<file path="src/rtl/tqvp_sprite_engine.sv">
// TinyQV peripheral: up to four 8-pixel-wide sprites over a background colour, with a
// staging/active object table swapped on vsync. Define SPRITE_MIRROR_EN for per-sprite horizontal flip.
module tqvp_sprite_engine #(
  parameter int NUM_SPRITES = 4,
  parameter int SPRITE_H    = 8
) (
  input  logic        clk,
  input  logic        rst,
  input  logic [5:0]  address,
  input  logic [31:0] data_in,
  input  logic [1:0]  data_write_n,
  input  logic [1:0]  data_read_n,
  output logic [31:0] data_out,
  output logic        data_ready,
  input  logic [9:0]  pix_x,
  input  logic [9:0]  pix_y,
  input  logic        visible,
  input  logic        vsync,
  output logic [5:0]  rgb,
  output logic        user_interrupt
);

`ifdef SPRITE_MIRROR_EN
  localparam logic [31:0] OBJ_MASK = 32'hC3FF_FFFF;
`else
  localparam logic [31:0] OBJ_MASK = 32'h83FF_FFFF;
`endif

  typedef struct packed {
    logic       en;
`ifdef SPRITE_MIRROR_EN
    logic       flip;
`endif
    logic [5:0] colour;
    logic [9:0] y;
    logic [9:0] x;
  } obj_t;

  logic [31:0] stage_word [NUM_SPRITES];
  obj_t        active_obj [NUM_SPRITES];
  logic [7:0]  bitmap     [NUM_SPRITES][8];
  logic [5:0]  bg_colour;
  logic        commit_pending;
  logic        irq_flag;
  logic [7:0]  frame_count;
  logic        vsync_q;

  logic        wr_ok;
  logic [31:0] lane_mask;
  logic [31:0] wr_data;
  logic [3:0]  word_idx;
  logic        ctrl_wr;
  logic        irq_clr;
  logic        do_swap;
  logic [31:0] rd_word;
  logic [5:0]  hit_colour;
  logic [5:0]  pix_rgb;
  logic [2:0]  col;
  logic [2:0]  row;
  logic [2:0]  bit_idx;

  assign data_ready     = 1'b1;
  assign user_interrupt = irq_flag;
  assign do_swap        = vsync & ~vsync_q & commit_pending;

  // Write data is shifted onto its byte lanes; misaligned accesses are dropped.
  always_comb begin
    wr_ok     = 1'b0;
    lane_mask = '0;
    case (data_write_n)
      2'b00: begin
        wr_ok     = 1'b1;
        lane_mask = 32'h0000_00FF << {address[1:0], 3'b000};
      end
      2'b01: begin
        wr_ok     = ~address[0];
        lane_mask = 32'h0000_FFFF << {address[1:0], 3'b000};
      end
      2'b10: begin
        wr_ok     = (address[1:0] == 2'b00);
        lane_mask = 32'hFFFF_FFFF;
      end
      default: ;
    endcase
    wr_data  = data_in << {address[1:0], 3'b000};
    word_idx = address[5:2];
    ctrl_wr  = wr_ok && (word_idx == 4'd4) && lane_mask[0];
    irq_clr  = wr_ok && (address == 6'h18) && data_in[0];
  end

  always_comb begin
    rd_word = '0;
    for (int i = 0; i < NUM_SPRITES; i++) begin
      if (word_idx == 4'(i)) rd_word = stage_word[i];
      for (int r = 0; r < 8; r++)
        if (word_idx == 4'(8 + 2*i + r/4)) rd_word[8*(r%4) +: 8] = bitmap[i][r];
    end
    if (word_idx == 4'd4) rd_word = {25'd0, bg_colour, commit_pending};
    if (word_idx == 4'd5) rd_word = {22'd0, frame_count, irq_flag, commit_pending};
    data_out = (data_read_n != 2'b11) ? rd_word : 32'd0;
  end

  // Walk sprites from highest to lowest index so the lowest opaque hit overrides.
  always_comb begin
    hit_colour = bg_colour;
    col        = '0;
    row        = '0;
    bit_idx    = '0;
    for (int i = NUM_SPRITES - 1; i >= 0; i--) begin
      col     = pix_x[2:0] - active_obj[i].x[2:0];
      row     = pix_y[2:0] - active_obj[i].y[2:0];
      bit_idx = 3'd7 - col;
`ifdef SPRITE_MIRROR_EN
      if (active_obj[i].flip) bit_idx = col;
`endif
      if (active_obj[i].en &&
          (pix_x >= active_obj[i].x) &&
          ({1'b0, pix_x} < {1'b0, active_obj[i].x} + 11'd8) &&
          (pix_y >= active_obj[i].y) &&
          ({1'b0, pix_y} < {1'b0, active_obj[i].y} + 11'(SPRITE_H)) &&
          bitmap[i][row][bit_idx])
        hit_colour = active_obj[i].colour;
    end
    pix_rgb = visible ? hit_colour : 6'd0;
  end

  always_ff @(posedge clk) begin
    if (rst) begin
      for (int i = 0; i < NUM_SPRITES; i++) begin
        stage_word[i] <= '0;
        active_obj[i] <= '0;
        for (int r = 0; r < 8; r++) bitmap[i][r] <= '0;
      end
      bg_colour      <= '0;
      commit_pending <= 1'b0;
      irq_flag       <= 1'b0;
      frame_count    <= '0;
      vsync_q        <= 1'b0;
      rgb            <= '0;
    end else begin
      vsync_q <= vsync;
      rgb     <= pix_rgb;
      // Swap copies the pre-write staging value; a coincident write lands in staging only.
      for (int i = 0; i < NUM_SPRITES; i++) begin
        if (do_swap) begin
          active_obj[i].en     <= stage_word[i][31];
`ifdef SPRITE_MIRROR_EN
          active_obj[i].flip   <= stage_word[i][30];
`endif
          active_obj[i].colour <= stage_word[i][25:20];
          active_obj[i].y      <= stage_word[i][19:10];
          active_obj[i].x      <= stage_word[i][9:0];
        end
        if (wr_ok && (word_idx == 4'(i)))
          stage_word[i] <= ((stage_word[i] & ~lane_mask) | (wr_data & lane_mask)) & OBJ_MASK;
        for (int r = 0; r < SPRITE_H; r++)
          if (wr_ok && (word_idx == 4'(8 + 2*i + r/4)) && lane_mask[8*(r%4)])
            bitmap[i][r] <= wr_data[8*(r%4) +: 8];
      end
      if (ctrl_wr) bg_colour <= wr_data[6:1];
      if (ctrl_wr && wr_data[0]) commit_pending <= 1'b1;
      else if (do_swap)          commit_pending <= 1'b0;
      if (do_swap) begin
        irq_flag    <= 1'b1;
        frame_count <= frame_count + 8'd1;
      end else if (irq_clr) begin
        irq_flag <= 1'b0;
      end
    end
  end

endmodule
</file>
<file path="config.mk">
export PLATFORM = sky130hd
export DESIGN_NAME = tqvp_sprite_engine
export DESIGN_NICKNAME = d
export VERILOG_FILES = /design/src/rtl/tqvp_sprite_engine.sv
export SDC_FILE = /design/constraint.sdc
export NUM_CORES = 1
export LEC_CHECK = 0
export BUFFER_PORTS_ARGS = -buffer_cell sky130_fd_sc_hd__buf_4
export CORE_MARGIN = 2
export CORE_UTILIZATION = 30
export DETAILED_ROUTE_END_ITERATION = 12
export PLACE_DENSITY = 0.55
export SKIP_LAST_GASP = 1
export SLEW_MARGIN = 20
export SYNTH_ARGS = -nofsm -noshare
export SYNTH_HDL_FRONTEND = slang
export SYNTH_SLANG_ARGS = --single-unit
</file>
<file path="constraint.sdc">
create_clock -name clk -period 4.11 [get_ports clk]
set_input_delay 0.2055 -clock clk [delete_from_list [all_inputs] [get_ports clk]]
set_output_delay 0.2055 -clock clk [all_outputs]
set_load 0.02 [all_outputs]
</file>
==> impl_metrics.ini <==
[floorplan]
initial_core_util_pct = 30.3
die_area_sq_um = 95200
dieWidth_um = 308
fp-row-count = 111
ios = 106
die_h_um = 308
coreArea_sq_um = 91800

[synthesis]
synthArstFlopShare_pct = 0
syn_area_sq_um = 27800
yosys.area.top_type = edfxtp_1
syn_inst = 2466
syn_avg_cell_area_sq_um = 11.3
synthTopCellsByCount = 472 x edfxtp_1, 319 x nor2_1, 177 x a21oi_1, 177 x nand2_1, 149 x ha_1
yosysWarnings = 0
synth_ff_type = edfxtp_1
netlist_top_cells_area = edfxtp_1 51%, ha_1 6.7%, mux4_2 4.5%
netlist.area_leader.share_pct = 51.0
ys_ff_latch = 495
synthMostInstantiatedCell = edfxtp_1
yosysSeqAreaShare_pct = 52.6
synth-edff-count = 472
synth_nets = 2689
synth_cell_types = 75

[clocking]
cts_buffer_depth = 3
clk_latency_ns = 0.63
root_buffer = clkbuf_16
cts_tree = done
cts.sinks = 495
path_clk_slew_ns = 0.06
htree_levels = 2
cts_buffers = 54

[power]
power.leakage_nw = 11.8
comb_power_share_pct = 15.2
powerDensity_nw_per_um2 = 404
pwr-share-clk_pct = 38.7
power_switching_mw = 3.74
power_frac_seq_pct = 46.1
vdd_drop_max_mv = 0.285
p_int_mw = 9.48
switching_share_pct = 28.3

[global_routing]
grt_overflow = 0
grt_max_degree = 64
grt_pass1_wl_um = 167000
antenna_found_initial = 5
grt_usage_pct = 25.0
grt_pass1_vias = 21283

[final_layout]
fill_cells = 9090
area_growth_pct = 17.6
regArea_sq_um = 14600
fin_nets = 2852
multi_input_area_sq_um = 12400
drive_gt1_share_pct = 15.9
final_cells = 3922

[routing]
wl_per_cell_um = 30.6
routed_wl_um = 120000
ant_nets = 0
drc = 0
vias = 22416
first_pass_iters = 7
drtIter0Drc = 3600
via_per_inst = 5.72

[sta]
final.setup_skew_ns = 0.0262
setup_ws_ns = 0.131
final_hold_viol_count = 0
rsz0062_at_grt = false
slew_headroom_pct = 23.4
worst_slew_pin_slew_ns = 1.14
period_share_pct = 96.8
drv_slew = 0
setup_viol = 0
setup_tns_ns = 0
max_freq_mhz = 251
fin_crit_ns = 3.98

[setup_path]
path_class = reg2reg
worstPathArrival_ns = 4.50
critPathCaptureType = flop
cp-start-kind = flop
required_ns = 4.63
critPathMaxFanout = 14

[job]
drv_cap = 0

[placed_design]
place.gp.congestion = 1.06
placement.io_buffers = 104
hpwlAfterDp_um = 94100
dpl.cell_count = 3808
preCtsSetupSlack_ns = -0.0676

[worst_hold_path]
hp-class = in2reg

[run_status]
status = finished, final reports clean
-- cell families (layout without fill, tap and decap cells) --
group	after synthesis	after routing	share of synthesized area (%)
and+or+nand+nor	864	864	14.7
DFF	495	495	52.6
adders and majority gates	157	157	7.28
xor gates and xnor gates	57	57	1.80
AOI/OAI and AO/OA	541	541	12.9
other	1	6	0.0135
muxes	122	122	7.51
buffers and inverters	229	437	3.23
-- per-stage QoR --
step | util, % | total power [mW] | cell area, sq um | hold slack (ns)
2_1_floorplan | - | 7.07 | 27800 | 0.334
3_3_place_gp | 33.5 | 8.12 | 30800 | 0.430
3_5_place_dp | 33.5 | 8.12 | 30800 | 0.444
4_1_cts | 35.6 | 13.2 | 32700 | 0.0245
5_1_grt | 35.6 | 13.5 | 32700 | 0.0304
6_report | 35.6 | 13.2 | 32700 | 0.0408
-- worst max-delay path, stage by stage, from the launching register on --
cell and delay, ns:
edfxtp_1 0.33, ha_1 0.16, inv_1 0.05, fa_1 0.53
buf_12 0.17, mux4_1 0.56, mux4_2 0.49, mux2_2 0.30
a21oi_1 0.17, or4_2 0.25, or4b_4 0.53, or2_0 0.24
o211ai_1 0.09
-- flip-flops by register name, indices dropped and copies added (netlist names) --
| signal | flops |
|---|---|
| bitmap | 256 |
| stage_word | 108 |
| bg_colour | 6 |
| rgb | 6 |
| user_interrupt | 1 |
| active_obj | 108 |
| vsync_q | 1 |
| commit_pending | 1 |
| frame_count | 8 |
-- layer usage --
metal	share of wire (%)	up-vias	global-route usage, %
met4	5.5	2	11.9
met3	11	259	6.44
met5	0.011	-	0
met1	40	11112	33.3
met2	44	1418	37.7
li1	-	9625	-
-- power by group through the flow --
stage	combinational (mW)	clock, mW	sequential [mW]
floorplan	1.11	0	5.96
global placement	1.94	0	6.18
detailed placement	1.95	0	6.17
CTS	1.96	5.14	6.07
global route	2.12	5.33	6.09
finish	2.01	5.12	6.10
-- cells in the final DEF (no fill, tap or decap), types with 47 or more instances in the layout --
cell type | netlist | final
nor2_1 | 319 | 312
nand3_1 | 62 | 62
xnor2_1 | 47 | 47
ha_1 | 149 | 149
nor3_1 | 58 | 53
a22oi_1 | 69 | 69
edfxtp_1 | 472 | 472
mux4_2 | 56 | 56
nand2_1 | 177 | 177
and2_1 | 119 | 119
clkbuf_16 | 0 | 57
o21ai_0 | 66 | 66
a21oi_1 | 177 | 173
buf_4 | 1 | 219
inv_1 | 100 | 100
-- area by class of cell --
| type | count | share of cell area, % |
|---|---|---|
| Sequential cell | 495 | 44.7 |
| Multi-Input combinational cell | 1742 | 37.9 |
| Timing Repair Buffer | 236 | 5.82 |
| Antenna cell | 5 | 0.0382 |
| Inverter | 100 | 1.15 |
| Clock buffer | 65 | 4.45 |
| Tap cell | 1243 | 4.75 |
| Clock inverter | 36 | 1.14 |
-- worst paths after layout --
path                           from              to  slack, ns  cells after the start
hold reg to reg      commit_pending  commit_pending       0.49                      2
setup / recovery  active_obj[0][10]          rgb[0]       0.13                     12
hold / removal           data_in[7]   bitmap[2][47]       0.04                      3
setup reg to reg  active_obj[0][10]          rgb[0]       0.13                     12
-- repair_timing --
action,in CTS,in global routing
hold buffers,8,0
endpoints found under the setup margin,0,1
setup buffers,0,0
gates resized for setup,0,1
endpoints found under the hold margin,8,0
Note: power is estimated with default switching activity, not from simulation.
